### src/rtl/ib_sched_pkg.sv
// Shared types and helpers for the trace input buffer scheduler.
package ib_sched_pkg;

  // Capture sequencing: idle, accepting from the model, or draining what is stored.
  typedef enum logic [1:0] {
    StIdle,
    StRun,
    StDrain
  } ib_state_t;

  // Width needed to hold an occupancy of 0..depth inclusive.
  function automatic int unsigned occ_width(input int unsigned depth);
    return $clog2(depth + 1);
  endfunction

endpackage

### src/rtl/input_buffer_sched_if.sv
// Stream-side signals of the input buffer: the non-stallable source and the
// downstream valid/ready consumer.
interface input_buffer_sched_if #(
  parameter int unsigned N          = 8,
  parameter int unsigned DATA_WIDTH = 32
) ();

  logic                           valid_in;
  logic                           eof_in;
  logic [N-1:0][DATA_WIDTH-1:0]   vector_in;
  logic                           ready_in;
  logic                           valid_out;
  logic                           eof_out;
  logic [N-1:0][DATA_WIDTH-1:0]   vector_out;

  // Environment side: drives the source and the downstream ready.
  modport master (
    output valid_in, eof_in, vector_in, ready_in,
    input  valid_out, eof_out, vector_out
  );

  // Buffer side.
  modport slave (
    input  valid_in, eof_in, vector_in, ready_in,
    output valid_out, eof_out, vector_out
  );

endinterface

### src/rtl/ib_ring_mem.sv
// Ring storage: Depth slots of vector data plus a parallel eof bit array,
// written synchronously and read asynchronously at the head pointer.
module ib_ring_mem #(
  parameter int unsigned Width = 256,
  parameter int unsigned Depth = 4,
  parameter int unsigned PtrW  = 2
) (
  input  logic             clk_i,
  input  logic             wr_en_i,
  input  logic [PtrW-1:0]  wr_ptr_i,
  input  logic             wr_eof_i,
  input  logic [Width-1:0] wr_vec_i,
  input  logic [PtrW-1:0]  rd_ptr_i,
  output logic             rd_eof_o,
  output logic [Width-1:0] rd_vec_o
);

  logic [Width-1:0] vec_q [Depth];
  logic             eof_q [Depth];

  // Storage is not reset; the owner qualifies the head with its own count.
  always_ff @(posedge clk_i) begin
    if (wr_en_i) begin
      vec_q[wr_ptr_i] <= wr_vec_i;
      eof_q[wr_ptr_i] <= wr_eof_i;
    end
  end

  // Show-ahead head read.
  always_comb begin
    rd_vec_o = vec_q[rd_ptr_i];
    rd_eof_o = eof_q[rd_ptr_i];
  end

endmodule

### src/rtl/input_buffer_sched.sv
// Input buffer scheduler: absorbs vectors from a never-stalling source, holds the
// last slot back for eof so frame boundaries survive overflow, and drains to a
// valid/ready consumer.
module input_buffer_sched
  import ib_sched_pkg::*;
#(
  parameter int unsigned N              = 8,
  parameter int unsigned DATA_WIDTH     = 32,
  parameter int unsigned IB_DEPTH       = 4,
  parameter int unsigned DROP_CNT_WIDTH = 16
) (
  input  logic                              clk_in,
  input  logic                              rst_n_in,
  input  logic                              enable_in,
  input_buffer_sched_if.slave               bus,
  output logic [occ_width(IB_DEPTH)-1:0]    occupancy_out,
  output logic [DROP_CNT_WIDTH-1:0]         drop_count_out,
  output logic                              overflow_out,
  output logic                              frame_done_out
);

  localparam int unsigned OccW = occ_width(IB_DEPTH);
  localparam int unsigned PtrW = (IB_DEPTH > 1) ? $clog2(IB_DEPTH) : 1;
  localparam int unsigned VecW = N * DATA_WIDTH;

  typedef logic [N-1:0][DATA_WIDTH-1:0] vec_t;

  ib_state_t                 state_q, state_d;
  logic [OccW-1:0]           count_q, count_d;
  logic [PtrW-1:0]           wr_ptr_q, wr_ptr_d;
  logic [PtrW-1:0]           rd_ptr_q, rd_ptr_d;
  logic [DROP_CNT_WIDTH-1:0] drop_cnt_q, drop_cnt_d;
  logic                      overflow_q, overflow_d;
  logic                      frame_done_q, frame_done_d;

  logic            head_valid, head_eof, pop, push, drop, accept_ok, in_run;
  logic [OccW-1:0] count_eff;
  logic [VecW-1:0] head_vec;

  function automatic logic [PtrW-1:0] ptr_inc(input logic [PtrW-1:0] p);
    return (p == PtrW'(IB_DEPTH - 1)) ? '0 : p + PtrW'(1);
  endfunction

  ib_ring_mem #(
    .Width (VecW),
    .Depth (IB_DEPTH),
    .PtrW  (PtrW)
  ) u_mem (
    .clk_i    (clk_in),
    .wr_en_i  (push),
    .wr_ptr_i (wr_ptr_q),
    .wr_eof_i (bus.eof_in),
    .wr_vec_i (bus.vector_in),
    .rd_ptr_i (rd_ptr_q),
    .rd_eof_o (head_eof),
    .rd_vec_o (head_vec)
  );

  // Handshake, accept/drop decision; non-eof vectors may never take the last free slot.
  always_comb begin
    head_valid = (count_q != '0);
    pop        = head_valid && bus.ready_in;
    count_eff  = count_q - OccW'(pop);
    accept_ok  = bus.eof_in ? (count_eff < OccW'(IB_DEPTH))
                            : (count_eff < OccW'(IB_DEPTH - 1));
    in_run     = (state_q == StRun);
    // The cycle enable drops is still RUN but must not accept.
    push       = bus.valid_in && in_run && enable_in && accept_ok;
    drop       = bus.valid_in && in_run && !push;
  end

  // Next-state for FSM, pointers, count and status counters.
  always_comb begin
    state_d      = state_q;
    wr_ptr_d     = push ? ptr_inc(wr_ptr_q) : wr_ptr_q;
    rd_ptr_d     = pop  ? ptr_inc(rd_ptr_q) : rd_ptr_q;
    count_d      = count_q + OccW'(push) - OccW'(pop);
    drop_cnt_d   = drop_cnt_q;
    overflow_d   = overflow_q;
    frame_done_d = pop && head_eof;

    if (drop) begin
      overflow_d = 1'b1;
      if (!(&drop_cnt_q)) drop_cnt_d = drop_cnt_q + DROP_CNT_WIDTH'(1);
    end

    unique case (state_q)
      StIdle: begin
        if (enable_in) begin
          state_d    = StRun;
          drop_cnt_d = '0;
          overflow_d = 1'b0;
        end
      end
      StRun: begin
        if (!enable_in) state_d = StDrain;
      end
      StDrain: begin
        // Re-enable wins over finishing the drain; counters are kept.
        if (enable_in) begin
          state_d = StRun;
        end else if (count_q == '0 || (count_q == OccW'(1) && pop)) begin
          state_d = StIdle;
        end
      end
      default: state_d = StIdle;
    endcase
  end

  // All scheduler state; async assert, sync release handled by the reset tree.
  always_ff @(posedge clk_in or negedge rst_n_in) begin
    if (!rst_n_in) begin
      state_q      <= StIdle;
      count_q      <= '0;
      wr_ptr_q     <= '0;
      rd_ptr_q     <= '0;
      drop_cnt_q   <= '0;
      overflow_q   <= 1'b0;
      frame_done_q <= 1'b0;
    end else begin
      state_q      <= state_d;
      count_q      <= count_d;
      wr_ptr_q     <= wr_ptr_d;
      rd_ptr_q     <= rd_ptr_d;
      drop_cnt_q   <= drop_cnt_d;
      overflow_q   <= overflow_d;
      frame_done_q <= frame_done_d;
    end
  end

  // Head is masked while empty so stale storage never shows after reset.
  always_comb begin
    bus.valid_out  = head_valid;
    bus.eof_out    = head_valid && head_eof;
    bus.vector_out = head_valid ? vec_t'(head_vec) : '0;
    occupancy_out  = count_q;
    drop_count_out = drop_cnt_q;
    overflow_out   = overflow_q;
    frame_done_out = frame_done_q;
  end

endmodule

### src/flat_wrapper.sv
// flat-port wrapper written by rule: the top's interface ports become plain ports
module input_buffer_sched_flat import ib_sched_pkg::*;
#(
  parameter int unsigned N              = 8,
  parameter int unsigned DATA_WIDTH     = 32,
  parameter int unsigned IB_DEPTH       = 4,
  parameter int unsigned DROP_CNT_WIDTH = 16
)
  (clk_in, rst_n_in, enable_in, occupancy_out, drop_count_out, overflow_out, frame_done_out, bus_valid_in, bus_eof_in, bus_vector_in, bus_ready_in, bus_valid_out, bus_eof_out, bus_vector_out);
  input_buffer_sched_if #(.N(N), .DATA_WIDTH(DATA_WIDTH)) bus_i ();
  input  logic clk_in;
  input  logic rst_n_in;
  input  logic enable_in;
  output logic [occ_width(IB_DEPTH)-1:0] occupancy_out;
  output logic [DROP_CNT_WIDTH-1:0] drop_count_out;
  output logic overflow_out;
  output logic frame_done_out;
  input wire logic [$bits(bus_i.valid_in)-1:0] bus_valid_in;
  input wire logic [$bits(bus_i.eof_in)-1:0] bus_eof_in;
  input wire logic [$bits(bus_i.vector_in)-1:0] bus_vector_in;
  input wire logic [$bits(bus_i.ready_in)-1:0] bus_ready_in;
  output wire logic [$bits(bus_i.valid_out)-1:0] bus_valid_out;
  output wire logic [$bits(bus_i.eof_out)-1:0] bus_eof_out;
  output wire logic [$bits(bus_i.vector_out)-1:0] bus_vector_out;
  assign bus_i.valid_in = bus_valid_in;
  assign bus_i.eof_in = bus_eof_in;
  assign bus_i.vector_in = bus_vector_in;
  assign bus_i.ready_in = bus_ready_in;
  assign bus_valid_out = bus_i.valid_out;
  assign bus_eof_out = bus_i.eof_out;
  assign bus_vector_out = bus_i.vector_out;
  input_buffer_sched #(.N(N), .DATA_WIDTH(DATA_WIDTH), .IB_DEPTH(IB_DEPTH), .DROP_CNT_WIDTH(DROP_CNT_WIDTH)) u_core (.clk_in(clk_in), .rst_n_in(rst_n_in), .enable_in(enable_in), .bus(bus_i), .occupancy_out(occupancy_out), .drop_count_out(drop_count_out), .overflow_out(overflow_out), .frame_done_out(frame_done_out));
endmodule
### config.mk
export PLATFORM = sky130hd
export DESIGN_NAME = input_buffer_sched_flat
export DESIGN_NICKNAME = d
export VERILOG_FILES = /design/src/rtl/ib_sched_pkg.sv /design/src/rtl/input_buffer_sched_if.sv /design/src/rtl/ib_ring_mem.sv /design/src/rtl/input_buffer_sched.sv /design/src/flat_wrapper.sv
export SDC_FILE = /design/constraint.sdc
export NUM_CORES = 1
export LEC_CHECK = 0
export BUFFER_PORTS_ARGS = -buffer_cell sky130_fd_sc_hd__buf_2
export CAP_MARGIN = 20
export CORE_ASPECT_RATIO = 1.2
export CORE_UTILIZATION = 60
export CTS_BUF_LIST = sky130_fd_sc_hd__clkbuf_4 sky130_fd_sc_hd__clkbuf_8
export CTS_CLUSTER_SIZE = 10
export DETAILED_ROUTE_END_ITERATION = 7
export PLACE_DENSITY = 0.93
export SLEW_MARGIN = 5
export SYNTH_ARGS = -nofsm -noshare
export SYNTH_HDL_FRONTEND = slang
export SYNTH_SLANG_ARGS = --single-unit
### constraint.sdc
create_clock -name clk_in -period 25.5 [get_ports clk_in]
set_input_delay 1.275 -clock clk_in [delete_from_list [all_inputs] [get_ports clk_in]]
set_output_delay 1.275 -clock clk_in [all_outputs]
set_load 0.005 [all_outputs]
==> flow_summary.yaml <==
global_routing:
  grt_pass1_vias: 21700
  top_usage_layer: "met2"
  grt_pass1_wl_um: 129000
  met2_usage: 0.425
  grt_antenna_before_repair: 37
  grt_util_met3: 0.0859
  grt_max_degree: 153
  grtUsageMet1: 0.313
  grt_usage: 0.259
  globalRouteOverflowTotal: 0
cells_and_area:
  fin_area_sq_um: 47000
  num-nets-final: 2684
  layout-drive-gt1-share: 0.427
  multi_input_area_sq_um: 8190
  seq_area_sq_um: 31600
  finish.utilization: 0.713
  fillers: 3625
  syn_to_final_growth_pct: 17.2
power_and_ir_drop:
  switchingPower_mw: 1.35
  p_sw_frac: 0.286
  combPwrFrac: 0.286
  power_density_nw_per_um2: 101
  design_power_total_mw: 4.74
  ir_worst_vdd_uv: 95.9
  p_int_mw: 3.39
  leakage_nw: 16.2
  clock_power_share: 0.288
  seq_power_share: 0.426
clocking:
  numCtsBuffers: 155
  post-cts-setup-buffer-count: 0
  clk_pin_slew_worst_paths_ps: 70
  cts_buffer_depth: 3
  htree_levels: 4
  tritoncts: "yes"
  clk_latency_ps: 780
  cts-root-buf: "clkbuf_8"
  clkSinkCount: 1055
  postCtsResizedCells: 0
  cts.hold.buffers_added: 0
critical_path:
  cp_cell_sequence: "buf_4 -> buf_4 -> buf_16 -> buf_4 -> mux4_2 -> and2_1 -> buf_2"
  arrival_ps: 5120
  worst_setup_path_end_kind: "output pin"
  cp_top_family: "buffers and inverters"
  start_kind: "register"
  cpPeakStageDelay_ps: 870
  worstSetupPathType: "register to output pin"
  worstPathRequired_ps: 24230
  worst-path-buf-inv: 5
  crit_fanout: 51
  cp_common_cell: "buf_4"
  cpMaxStageDelayCell: "buf_4"
placed_design:
  placed_cell_area_sq_um: 43800
  place_congestion: 0.835
  numPortBuffers: 540
  hpwlAfterDp_um: 53600
yosys:
  synth-main-ff-cell: "edfxtp_1"
  yosysTopAreaCell: "edfxtp_1"
  synthArstFlopShare: 0.0256
  yosysWarnings: 0
  avgSynthCellArea_sq_um: 22.5
  synth_top_cells_by_area: "edfxtp_1 (77%), mux4_2 (14%), and2_1 (4.1%)"
  synth_nets: 2052
  ys_seq_elements: 1055
  yosysSeqAreaShare: 0.786
  synth_top_cell_area_share: 0.770
  synth_cell_type_count: 40
  synth_cells: 1779
  synth_common_cells: "edfxtp_1 (1028), and2_1 (263), mux4_2 (257)"
  yosys.cell_count.top_type: "edfxtp_1"
  syn-cell-area_sq_um: 40100
  synth-edff-count: 1028
die:
  die_area_sq_um: 67900
  start_util: 0.608
  rows: 103
  io_pins: 541
  fp.dieW_um: 238
  die_h_um: 285
  core_sq_um: 66000
timing:
  fin_crit_sh: 0.251
  max_slew_margin: 0.182
  period_minus_slack_ps: 6390
  rsz0062_at_grt: "no"
  drv_slew: 0
  worst_slew_pin_slew_ps: 1230
  finalHoldViolations: 0
  clock_skew_ps: 46.9
  setup_viol: 0
  fmax_mhz: 156
  setup_tns_ps: 0
drt:
  drt_pass1_iterations: 5
  avgViaCountPerCell: 6.01
  drt_iter0_drc: 1751
  wirelength_um: 89000
  ant_nets: 0
  avgRoutedWirePerCell_um: 25.7
  remaining_drc_errors: 0
  via_count: 20800
hold_path:
  holdCritPathClass: "input pin to async pin"
status:
  status: "finished clean"
flow_run:
  maxCapViolations: 0
routing by layer:
layer  part of all wire  wire length, um
met3              0.097             8660
met4              0.038             3390
met5             0.0020              182
met2               0.52            46000
met1               0.35            30800
final timing paths:
kind,startpoint,to,slack (ps),depth (start not counted)
setup / recovery,u_core.rd_ptr_q[0],bus_vector_out[102],19110,7
hold / removal,rst_n_in,u_core.drop_count_out[9],500,1
setup reg to reg,u_core.occupancy_out[2],u_core.u_mem.vec_q[1][68],19720,12
hold reg to reg,u_core.drop_count_out[4],u_core.drop_count_out[4],520,1
max in group asynchronous,rst_n_in,u_core.rd_ptr_q[1],24510,1
min in group clk_in,u_core.drop_count_out[4],u_core.drop_count_out[4],520,1
worst reg2reg max path: stages (launching register included):
cell and delay (ps):
dfrtp_1 430, nor2_1 250, nand2_4 270, nand2_1 240
inv_1 70, ha_1 210, ha_1 210, xnor2_1 330
nand3_1 120, nor2_1 440, and2_4 850, buf_4 860
buf_4 1070
power by group through the flow:
stage,clock network (mW),registers (mW),logic [mW]
2_1_floorplan,0,2.03,0.841
3_3_place_gp,0,2.05,1.31
3_5_place_dp,0,2.05,1.34
4_1_cts,1.39,2.02,1.36
5_1_grt,1.46,2.02,1.44
6_report,1.37,2.02,1.36
area by class of cell:
class | instances | share of cell area
sequential | 1055 | 0.671
multi-input combinational | 629 | 0.174
timing repair buffer | 563 | 0.0623
clock buffer | 205 | 0.0537
tap | 892 | 0.0237
clock inverter | 77 | 0.0130
antenna | 30 | 0.00160
inverter | 7 | 0.000559
metrics by stage:
stage,cells,hold WS (ps),setup slack [ps]
2_1_floorplan,1779,480,16470
3_3_place_gp,3144,478,19540
3_5_place_dp,3144,504,19390
4_1_cts,3426,450,18600
5_1_grt,3451,500,18590
6_report,3458,503,19110
registers in the layout, summed over array words and instances (netlist names):
name and cells:
u_core.rd_ptr_q 2, u_core.state_q 2, u_core.frame_done_out 1, u_core.occupancy_out 3
u_core.u_mem.vec_q 1024, u_core.drop_count_out 16, u_core.overflow_out 1, u_core.wr_ptr_q 2
u_core.u_mem.eof_q 4
kinds of logic (layout without fill, tap and decap cells):
kind of cell,after synthesis,count (layout),share of synthesized area
AO/OA/AOI/OAI,25,25,0.00418
XOR/XNOR,5,5,0.00109
adder cells (fa/ha/maj),11,11,0.00362
buffers and inverters,95,852,0.00983
flip-flops,1055,1055,0.786
multiplexers,262,262,0.146
other,0,30,0
AND/OR/NAND/NOR,326,326,0.0493
cell usage in the layout (no fill, tap or decap), types with 20 or more instances in the layout:
master and count:
mux4_2 257, buf_2 540, and2_1 259, dfrtp_1 25, edfxtp_1 1028, clkinv_1 32
buf_4 20, clkinv_2 22, clkbuf_4 47, clkbuf_8 158, diode_2 30
No activity file was read; power rests on OpenSTA's default activity.
